`src/rtl/dmem_arbiter.sv`:
```
// dmem_arbiter: two-port data memory bus arbiter with fixed priority,
// starvation guard and bus timeout.
module dmem_arbiter #(
    parameter int MAX_CONSEC = 4,
    parameter int TIMEOUT    = 16
) (
    input  logic        clk,
    input  logic        rst_n,
    input  logic        i_m0_stb,
    input  logic        i_m0_wr_en,
    input  logic [31:0] i_m0_addr,
    input  logic [31:0] i_m0_wr_data,
    output logic        o_m0_ack,
    output logic        o_m0_err,
    output logic [31:0] o_m0_rd_data,
    input  logic        i_m1_stb,
    input  logic        i_m1_wr_en,
    input  logic [31:0] i_m1_addr,
    input  logic [31:0] i_m1_wr_data,
    output logic        o_m1_ack,
    output logic        o_m1_err,
    output logic [31:0] o_m1_rd_data,
    output logic        o_stb,
    output logic        o_wr_en,
    output logic [31:0] o_addr,
    output logic [31:0] o_wr_data,
    input  logic        i_ack,
    input  logic [31:0] i_read_data,
    output logic        o_busy
);
    localparam int CW = $clog2(MAX_CONSEC + 1);
    localparam int TW = $clog2(TIMEOUT + 1);

    typedef enum logic [1:0] {IDLE, WAIT, RESP} state_t;

    state_t        state, state_next;
    logic          req0, req1, grant1, start, sel, done, tmo_hit, we;
    logic [CW-1:0] consec;
    logic [TW-1:0] tmo;

    assign req0    = i_m0_stb | i_m0_wr_en;
    assign req1    = i_m1_stb | i_m1_wr_en;
    // Port 1 only overtakes port 0 once port 0 has used up its consecutive grants
    assign grant1  = req1 & (!req0 | (consec == CW'(MAX_CONSEC)));
    assign start   = (state == IDLE) & (req0 | req1);
    assign done    = (state == WAIT) & i_ack;
    assign tmo_hit = (state == WAIT) & !i_ack & (tmo == TW'(TIMEOUT - 1));
    assign we      = grant1 ? i_m1_wr_en : i_m0_wr_en;
    assign o_busy  = state != IDLE;

    always_ff @(posedge clk) begin
        if (rst_n) state <= IDLE;
        else       state <= state_next;
    end

    always_comb begin
        state_next = state;
        state_next = (state == IDLE) ? ((req0 | req1) ? WAIT : IDLE) :
                     (state == WAIT) ? ((done | tmo_hit) ? RESP : WAIT) : IDLE;
    end

    always_ff @(posedge clk) begin
        if (rst_n) begin
            sel          <= 1'b0;
            consec       <= '0;
            tmo          <= '0;
            o_stb        <= 1'b0;
            o_wr_en      <= 1'b0;
            o_addr       <= '0;
            o_wr_data    <= '0;
            o_m0_ack     <= 1'b0;
            o_m1_ack     <= 1'b0;
            o_m0_err     <= 1'b0;
            o_m1_err     <= 1'b0;
            o_m0_rd_data <= '0;
            o_m1_rd_data <= '0;
        end else begin
            o_m0_ack <= done & !sel;
            o_m1_ack <= done & sel;
            o_m0_err <= tmo_hit & !sel;
            o_m1_err <= tmo_hit & sel;
            if (start) begin
                sel       <= grant1;
                o_addr    <= grant1 ? i_m1_addr : i_m0_addr;
                o_wr_data <= grant1 ? i_m1_wr_data : i_m0_wr_data;
                o_wr_en   <= we;
                o_stb     <= !we;
                consec    <= (!grant1 & req1) ? consec + CW'(1) : '0;
                tmo       <= '0;
            end
            if ((state == WAIT) && !i_ack) tmo <= tmo + TW'(1);
            if (done | tmo_hit) begin
                o_stb   <= 1'b0;
                o_wr_en <= 1'b0;
            end
            if (done && !sel) o_m0_rd_data <= i_read_data;
            if (done && sel)  o_m1_rd_data <= i_read_data;
        end
    end
endmodule
```
`config.mk`:
```
export PLATFORM = sky130hd
export DESIGN_NAME = dmem_arbiter
export DESIGN_NICKNAME = d
export VERILOG_FILES = /design/src/rtl/dmem_arbiter.sv
export SDC_FILE = /design/constraint.sdc
export NUM_CORES = 1
export LEC_CHECK = 0
export ABC_CLOCK_PERIOD_IN_PS = 1700
export CORE_ASPECT_RATIO = 1.1
export CORE_MARGIN = 1.5
export CORE_UTILIZATION = 42
export DETAILED_ROUTE_END_ITERATION = 6
export PLACE_DENSITY = 0.81
export SLEW_MARGIN = 10
export SYNTH_ARGS = -nofsm -noshare
export SYNTH_HDL_FRONTEND = slang
export SYNTH_SLANG_ARGS = --single-unit
export TNS_END_PERCENT = 50
```
`constraint.sdc`:
```
create_clock -name clk -period 1.7 [get_ports clk]
set_input_delay 0.34 -clock clk [delete_from_list [all_inputs] [get_ports clk]]
set_output_delay 0.34 -clock clk [all_outputs]
set_load 0.005 [all_outputs]
```
[After elaboration in Yosys (flattened, before gate mapping)]
Index checks and enable logic that the tools add are counted.
Storage, ports and cells
  register bits after elaboration: 145
  latch bits: 0
  RAM bits: 0
  bits in read-only memories: 0
  input bits: 167
  output and inout port bits: 135
  logic and storage cells: 56
  memories kept: 0
Cells by class
  $add $sub $neg: 2
  multiply operators: 0
  div/mod/pow operators: 0
  magnitude comparators: 0
  equal/unequal tests: 3
  shift-type cells: 0
  mux-type cells: 10
  bitwise gates (word level): 15
  reduce and logical (&&, ||, !) cells: 12
Operators by type and width (count)
  two-way mux 32 bit: 2
  AND 1 bit: 10
  two-way mux 5 bit: 2
  two-way mux 2 bit: 3
  adder 5 x 1 -> 5 bit (second input constant): 1
  equality test 5 x 4 -> 1 bit (second input constant): 1
  logical NOT 1 bit: 5
  bitwise OR 1 bit: 5
  nonzero test 2 bit: 2
  adder 3 x 1 -> 3 bit (second input constant): 1
  equality test 3 bit (second input constant): 1
  logical AND 1 bit: 3
  two-way mux 3 bit: 1
  equality test 2 x 1 -> 1 bit (second input constant): 1
  logical NOT 2 bit: 1
  two-way mux 1 bit: 2
  OR reduction 2 bit: 1

[Logic depth before layout (Yosys ltp)]
  depth in word-level cells: 7
  gate-level depth with buffers: 7
  gate-level depth less buffers: 6

[Worst setup path after synthesis]
No wires, ideal clock.
  kind: flip-flop to flip-flop
  start: register consec[0]
  end: register o_addr[3]
  setup time: 0.089 ns
  arrival time: 1.477 ns
  data required time: 1.611 ns
  setup slack: 0.134 ns
  stages on the path, launching flop included: 8
  path buffers: 2
  clock period less this slack: 1.566 ns
  cell sequence: dfxtp_1 inv_1 ha_1 o2bb2ai_1 buf_2 buf_2 nand3_1 a311oi_2
On the way
  cells in the longest elaborated chain, start to end: 4
RTL lines
  from (decl): RTL line 38  | logic [CW-1:0] consec;
  from (signal assigned): RTL line 88  | consec <= (!grant1 & req1) ? consec + CW'(1) : '0;
  equality test 3 bit: RTL line 44  | assign grant1 = req1 & (!req0 | (consec == CW'(MAX_CONSEC)));
  bitwise OR 1 bit: RTL line 44
  AND 1 bit: RTL line 44
  two-way mux 32 bit: RTL line 84  | o_addr <= grant1 ? i_m1_addr : i_m0_addr;
  to (signal assigned): RTL line 84
  to (decl): RTL line 25  | output logic [31:0] o_addr,
Every way passes these cells.
A chain may end at the register's enable or synchronous reset.

[Worst setup path in the final report]
  start: register tmo[0]
  end: register o_stb
On the way
  cells in the longest elaborated chain, start to end: 4
RTL lines
  from (decl): RTL line 39  | logic [TW-1:0] tmo;
  from (signal assigned): RTL line 91  | if ((state == WAIT) && !i_ack) tmo <= tmo + TW'(1);
  equality test 5 x 4 -> 1 bit: RTL line 47  | assign tmo_hit = (state == WAIT) & !i_ack & (tmo == TW'(TIMEOUT - 1));
  AND 1 bit: RTL line 47
  bitwise OR 1 bit: RTL line 92  | if (done | tmo_hit) begin
  OR reduction 2 bit (no source line)
  to (signal assigned): RTL line 87  | o_stb <= !we;
  to (decl): RTL line 23  | output logic o_stb,
Every way passes these cells.

==> results.md <==
- The number of antenna violations at the first check in global routing was 0.
- The number of global-route vias before repair is 6,573.
- After filler insertion, the fill cell instance count of the layout stands at 1,143.
- The remaining max-slew budget at the tightest pin is 0.6973.
- At the worst endpoint, the required time is 2000 ps.
- By instance count, the cell type seen most on the critical path is sky130_fd_sc_hd__ha_1.
- No sink is reached through more buffers than the 2 on the longest clock path.
- Prior to clock tree synthesis, the placed netlist has a worst setup slack of -296.1 ps.
- The placed wire-length estimate after detailed placement is 15.75 mm.
- The maximum number of pins on one net before global-route repair is 70.
- After detailed routing, the average wire length per cell comes to 18.32 microns.
- The routed design has 22.87 mm of wire.
- Counting flops and latches in the post-synthesis netlist gives 145.
- For met3 alone, demand over resource in global routing was 0.08759.
- The number of top-level pins is 302.
- The number of CTS-inserted buffers is 17.
- The final critical-path share of the clock period is 0.9811.
- Of all flip-flops after synthesis, the portion carrying an async set or reset was 0.
- The synthesized netlist net count is 926.
- The share of cell area taken by muxes after synthesis is 0.
- The complex-gate fraction of the synthesized area is 0.3182.
- The critical path contains buffers and inverters numbering 0 combined.
- The wire length of the first global-routing pass is 34.56 mm.
- The area share of xor/xnor cells in the synthesized design is 0.
- Of the total synthesized cell area, the portion taken by AND, OR, NAND and NOR gates is 0.1590.
- In this run the power density over the cells is 912.2 mW/mm^2.
- The final route contains 6,997 vias.
- The slew of the pin with the lowest slew margin is 454.0 ps.
- The cell-internal power is 0.007203 W.
- Sorting the synthesized cells by area gives the leading types as sky130_fd_sc_hd__dfxtp_1 (44%), sky130_fd_sc_hd__a311oi_2 (11%), sky130_fd_sc_hd__a21oi_1 (9.6%), sky130_fd_sc_hd__nand2_1 (7.5%), sky130_fd_sc_hd__nand3_1 (5.1%).
- For this run, the slowest stage of the critical path takes 350 ps.
- The clock network latency to the later pin of the worst-skew pair is 420 ps.
- Of the total power, the share spent switching nets is 0.2638.
- The slowest stage of the critical path is the sky130_fd_sc_hd__dfxtp_1 cell.
- The placer congestion estimate is 0.8522.
- The area overhead of the layout relative to synthesis is 64.04%.
- The run finished with clean final reports.
- The synthesis warning total is 0.
- For this run, the detailed router's first-pass iteration total came to 7.
- For met2 alone, demand over resource in global routing was 0.4498.
- The tool flagged a number of max-cap violations equal to 0.
- The setup path with the least slack is of type reg2reg.
- Dividing the synthesized area by the synthesized cell count gives 8.661 sq um.
- The signal on the critical path passes through ha_1 -> and3_1 -> ha_1 -> nor2_1 -> o21ai_0 -> a211oi_1.
- Synthesis produced 755 cells.
- For this run, the register share of the synthesized area comes to 0.4439.
- The cell row count is 47.
- The overflow left after global routing is 0.
- Among cell families on the critical path, the largest total delay comes from adder cells.
- At the end of the flow the core is filled with cells to 0.7097.
- The combinational family with the most area after synthesis is compound AO/OA/AOI/OAI gates.
- The combinational fraction of design power is 0.222.
- The synthesized design contains 0 enable-type register cells.
- The fraction of final layout cells sized beyond drive strength 1 is 0.1464.
- The height of the die is 133.9 microns.
- Setup violations remaining at the end of the flow were counted as 0.
- The port buffer count is 301.
- The initial standard-cell utilization of the core is 0.4327.
- The type of element capturing the critical path is a flip-flop.
- The nature of the critical path startpoint is a flip-flop.
- The number of slew-limit violations in the final report came to 0.
- IR analysis of the VDD net gives a maximum drop of 0.0006882 V.
- In this run, distinct cell masters in the synthesized netlist total 47.
- The clock transition at the registers of the reported paths is 60 ps.
- The floorplan die area is 0.01633 sq mm.
- In this run the most used layer during global routing was met2.
- The number of diodes added for antenna fixing is 0.
- The arrival time of data at the critical path endpoint is 1970 ps.
- Along the worst path, the maximum fanout reaches 5.
- The clock group share of total power is 0.390.
- Once placement completed, the tool counted placed cells totaling 1,211.
- The tightest min-delay check is of the in2reg type.
- In the global route stage, overall resource usage came out at 0.2706.
- For met1 alone, demand over resource in global routing was 0.3072.
- The cell chosen for the clock root is sky130_fd_sc_hd__clkbuf_16.
- For this run, design rule violations remaining after detail routing come to 0.
- The analysis attributes to net switching a power of 0.002581 W.
- In the routed layout, each cell is associated on average with a via count of 5.607.
- The total core area is 0.01511 sq mm.
- The largest area contributor in the netlist is sky130_fd_sc_hd__dfxtp_1.
- For this run, the top clock speed supported by timing is 599.6 MHz.
- In this run the horizontal extent of the chip is 122.0 microns.
- The detailed router finished its first iteration with 504 violations.
- The fraction of the mapped netlist area in adder cells is 0.007654.
- The CTS tree is built.
- The clock sink total is 145.
- Setup slack on the critical path of the routed design comes to 32.14 ps.
- The share of the synthesized area in the top cell type is 0.4439.
- The final net count is 1,210.
- The minimum hold slack is 255.1 ps.
- The final-report hold violation count was 0.
- The proportion of power drawn by flip-flops and latches is 0.388.
- On the final layout, the worst clock skew is 10.31 ps.
- The finished layout holds 1,248 standard cells, fillers aside.
- The detail route stage leaves a number of antenna-violating nets equal to 0.
- Summed over all cells, the static leakage comes to 3.709 nW.
- The area of the mapped netlist is 0.006539 sq mm.
- The dominant register cell in the synthesized netlist is sky130_fd_sc_hd__dfxtp_1.
- Subtracting the final worst setup slack from the clock period gives 1668 ps.
- The deepest level of the CTS H-tree is 4.
- Setup repair after global routing left no endpoint under its margin.
[what timing repair did]
action                     in CTS  in global routing
gates resized for setup         6                  4
pin swaps                       1                  2
buffers inserted                2                  1
hold buffers                    0                  0
cloned                          0                  2
setup endpoints to repair       2                 50
[through the flow]
step	setup TNS (ps)	area [sq um]	total power (W)
floorplan	0	6539	0.004752
global placement	-18090	10010	0.005950
detailed placement	-19670	10010	0.005983
CTS	0	10640	0.009809
global route	0	10730	0.01014
finish	0	10730	0.009784
[sequential cells by signal (all words and copies together) (netlist names)]
signal        cells
o_m0_rd_data     32
o_addr           32
o_stb             1
sel               1
tmo               5
o_m1_rd_data     32
o_m0_err          1
o_m1_ack          1
o_wr_data        32
o_m1_err          1
consec            3
state             2
o_m0_ack          1
o_wr_en           1
[area by class of cell]
class / count / area (sq um) / share of cell area
repair buffers: 350 / 3691 / 0.3441
multi-input cells: 517 / 3246 / 0.3026
flip-flops and latches: 145 / 2908 / 0.2711
clock buffers: 18 / 439.2 / 0.04094
well taps: 196 / 245.2 / 0.02286
clock inverters: 14 / 165.2 / 0.01540
inverters: 8 / 32.53 / 0.003033
[routing by layer]
layer,part of all wire,vias up
li1,-,3313
met1,0.38,3274
met2,0.49,344
met3,0.094,66
met4,0.045,0
met5,0,-
[cells in the final DEF, fill, tap and decap left out, types with 2 or more instances in the layout]
cell type,n
sky130_fd_sc_hd__nand3_1,67
sky130_fd_sc_hd__a21oi_2,10
sky130_fd_sc_hd__o21ai_1,5
sky130_fd_sc_hd__dlygate4sd2_1,2
sky130_fd_sc_hd__bufinv_16,3
sky130_fd_sc_hd__clkbuf_16,19
sky130_fd_sc_hd__nor3_1,2
sky130_fd_sc_hd__a311oi_1,17
sky130_fd_sc_hd__nand2_1,131
sky130_fd_sc_hd__o21ai_0,64
sky130_fd_sc_hd__o21a_1,2
sky130_fd_sc_hd__clkinvlp_4,2
sky130_fd_sc_hd__buf_12,22
sky130_fd_sc_hd__nor2_1,5
sky130_fd_sc_hd__dlymetal6s2s_1,2
sky130_fd_sc_hd__and4b_1,2
sky130_fd_sc_hd__buf_4,26
sky130_fd_sc_hd__nand4_1,2
sky130_fd_sc_hd__a311oi_2,49
sky130_fd_sc_hd__a211oi_1,3
sky130_fd_sc_hd__nand2b_1,2
sky130_fd_sc_hd__ha_1,3
sky130_fd_sc_hd__nor3b_1,2
sky130_fd_sc_hd__clkinv_2,5
sky130_fd_sc_hd__o211ai_1,2
sky130_fd_sc_hd__nor2_4,3
sky130_fd_sc_hd__inv_1,7
sky130_fd_sc_hd__dfxtp_1,143
sky130_fd_sc_hd__clkinv_4,4
sky130_fd_sc_hd__a21oi_1,125
sky130_fd_sc_hd__clkdlybuf4s50_1,296
[path summary, 6_finish.rpt]
path / slack (ps) / cells past startpoint / endpoint / startpoint
worst max register to register: 30 / 6 / o_stb$_SDFFE_PP0P_ / tmo[0]$_SDFFE_PP0P_
worst min-delay path: 260 / 2 / sel$_SDFFE_PP0P_ / rst_n
worst min register to register: 450 / 2 / o_m0_rd_data[19]$_SDFFE_PP0P_ / o_m0_rd_data[19]$_SDFFE_PP0P_
worst max-delay path: 30 / 6 / o_stb$_SDFFE_PP0P_ / tmo[0]$_SDFFE_PP0P_
[cell usage after synthesis (2+ instances only)]
library cell,instances
sky130_fd_sc_hd__dfxtp_1,145
sky130_fd_sc_hd__nand2_1,131
sky130_fd_sc_hd__a21oi_1,125
sky130_fd_sc_hd__nand3_1,67
sky130_fd_sc_hd__o21ai_0,64
sky130_fd_sc_hd__a311oi_2,49
sky130_fd_sc_hd__clkbuf_1,47
sky130_fd_sc_hd__buf_2,23
sky130_fd_sc_hd__a311oi_1,17
sky130_fd_sc_hd__a21oi_2,10
sky130_fd_sc_hd__buf_6,10
sky130_fd_sc_hd__inv_1,7
sky130_fd_sc_hd__nor2_1,6
sky130_fd_sc_hd__o21ai_1,5
sky130_fd_sc_hd__ha_1,4
sky130_fd_sc_hd__a211oi_1,3
sky130_fd_sc_hd__buf_4,3
sky130_fd_sc_hd__and4b_1,2
sky130_fd_sc_hd__nand2b_1,2
sky130_fd_sc_hd__nand4_1,2
sky130_fd_sc_hd__nor2_2,2
sky130_fd_sc_hd__nor3_1,2
sky130_fd_sc_hd__nor3b_1,2
sky130_fd_sc_hd__o211ai_1,2
sky130_fd_sc_hd__o21a_1,2
sky130_fd_sc_hd__o2bb2ai_1,2
[cells by family after synthesis]
logic type	after synthesis
flip-flops	145
buffers and inverters	93
AND/OR/NAND/NOR	227
adder cells (fa/ha/maj)	4
AO/OA/AOI/OAI	286
[power groups by stage]
stage	registers (W)	clock network [W]	logic [W]
2_1_floorplan	0.00386	0	0.000893
3_3_place_gp	0.00386	0	0.00209
3_5_place_dp	0.00387	0	0.00212
4_1_cts	0.00379	0.00387	0.00214
5_1_grt	0.00382	0.00401	0.00232
6_report	0.00379	0.00382	0.00217
Note: power is estimated with default switching activity, not from simulation.
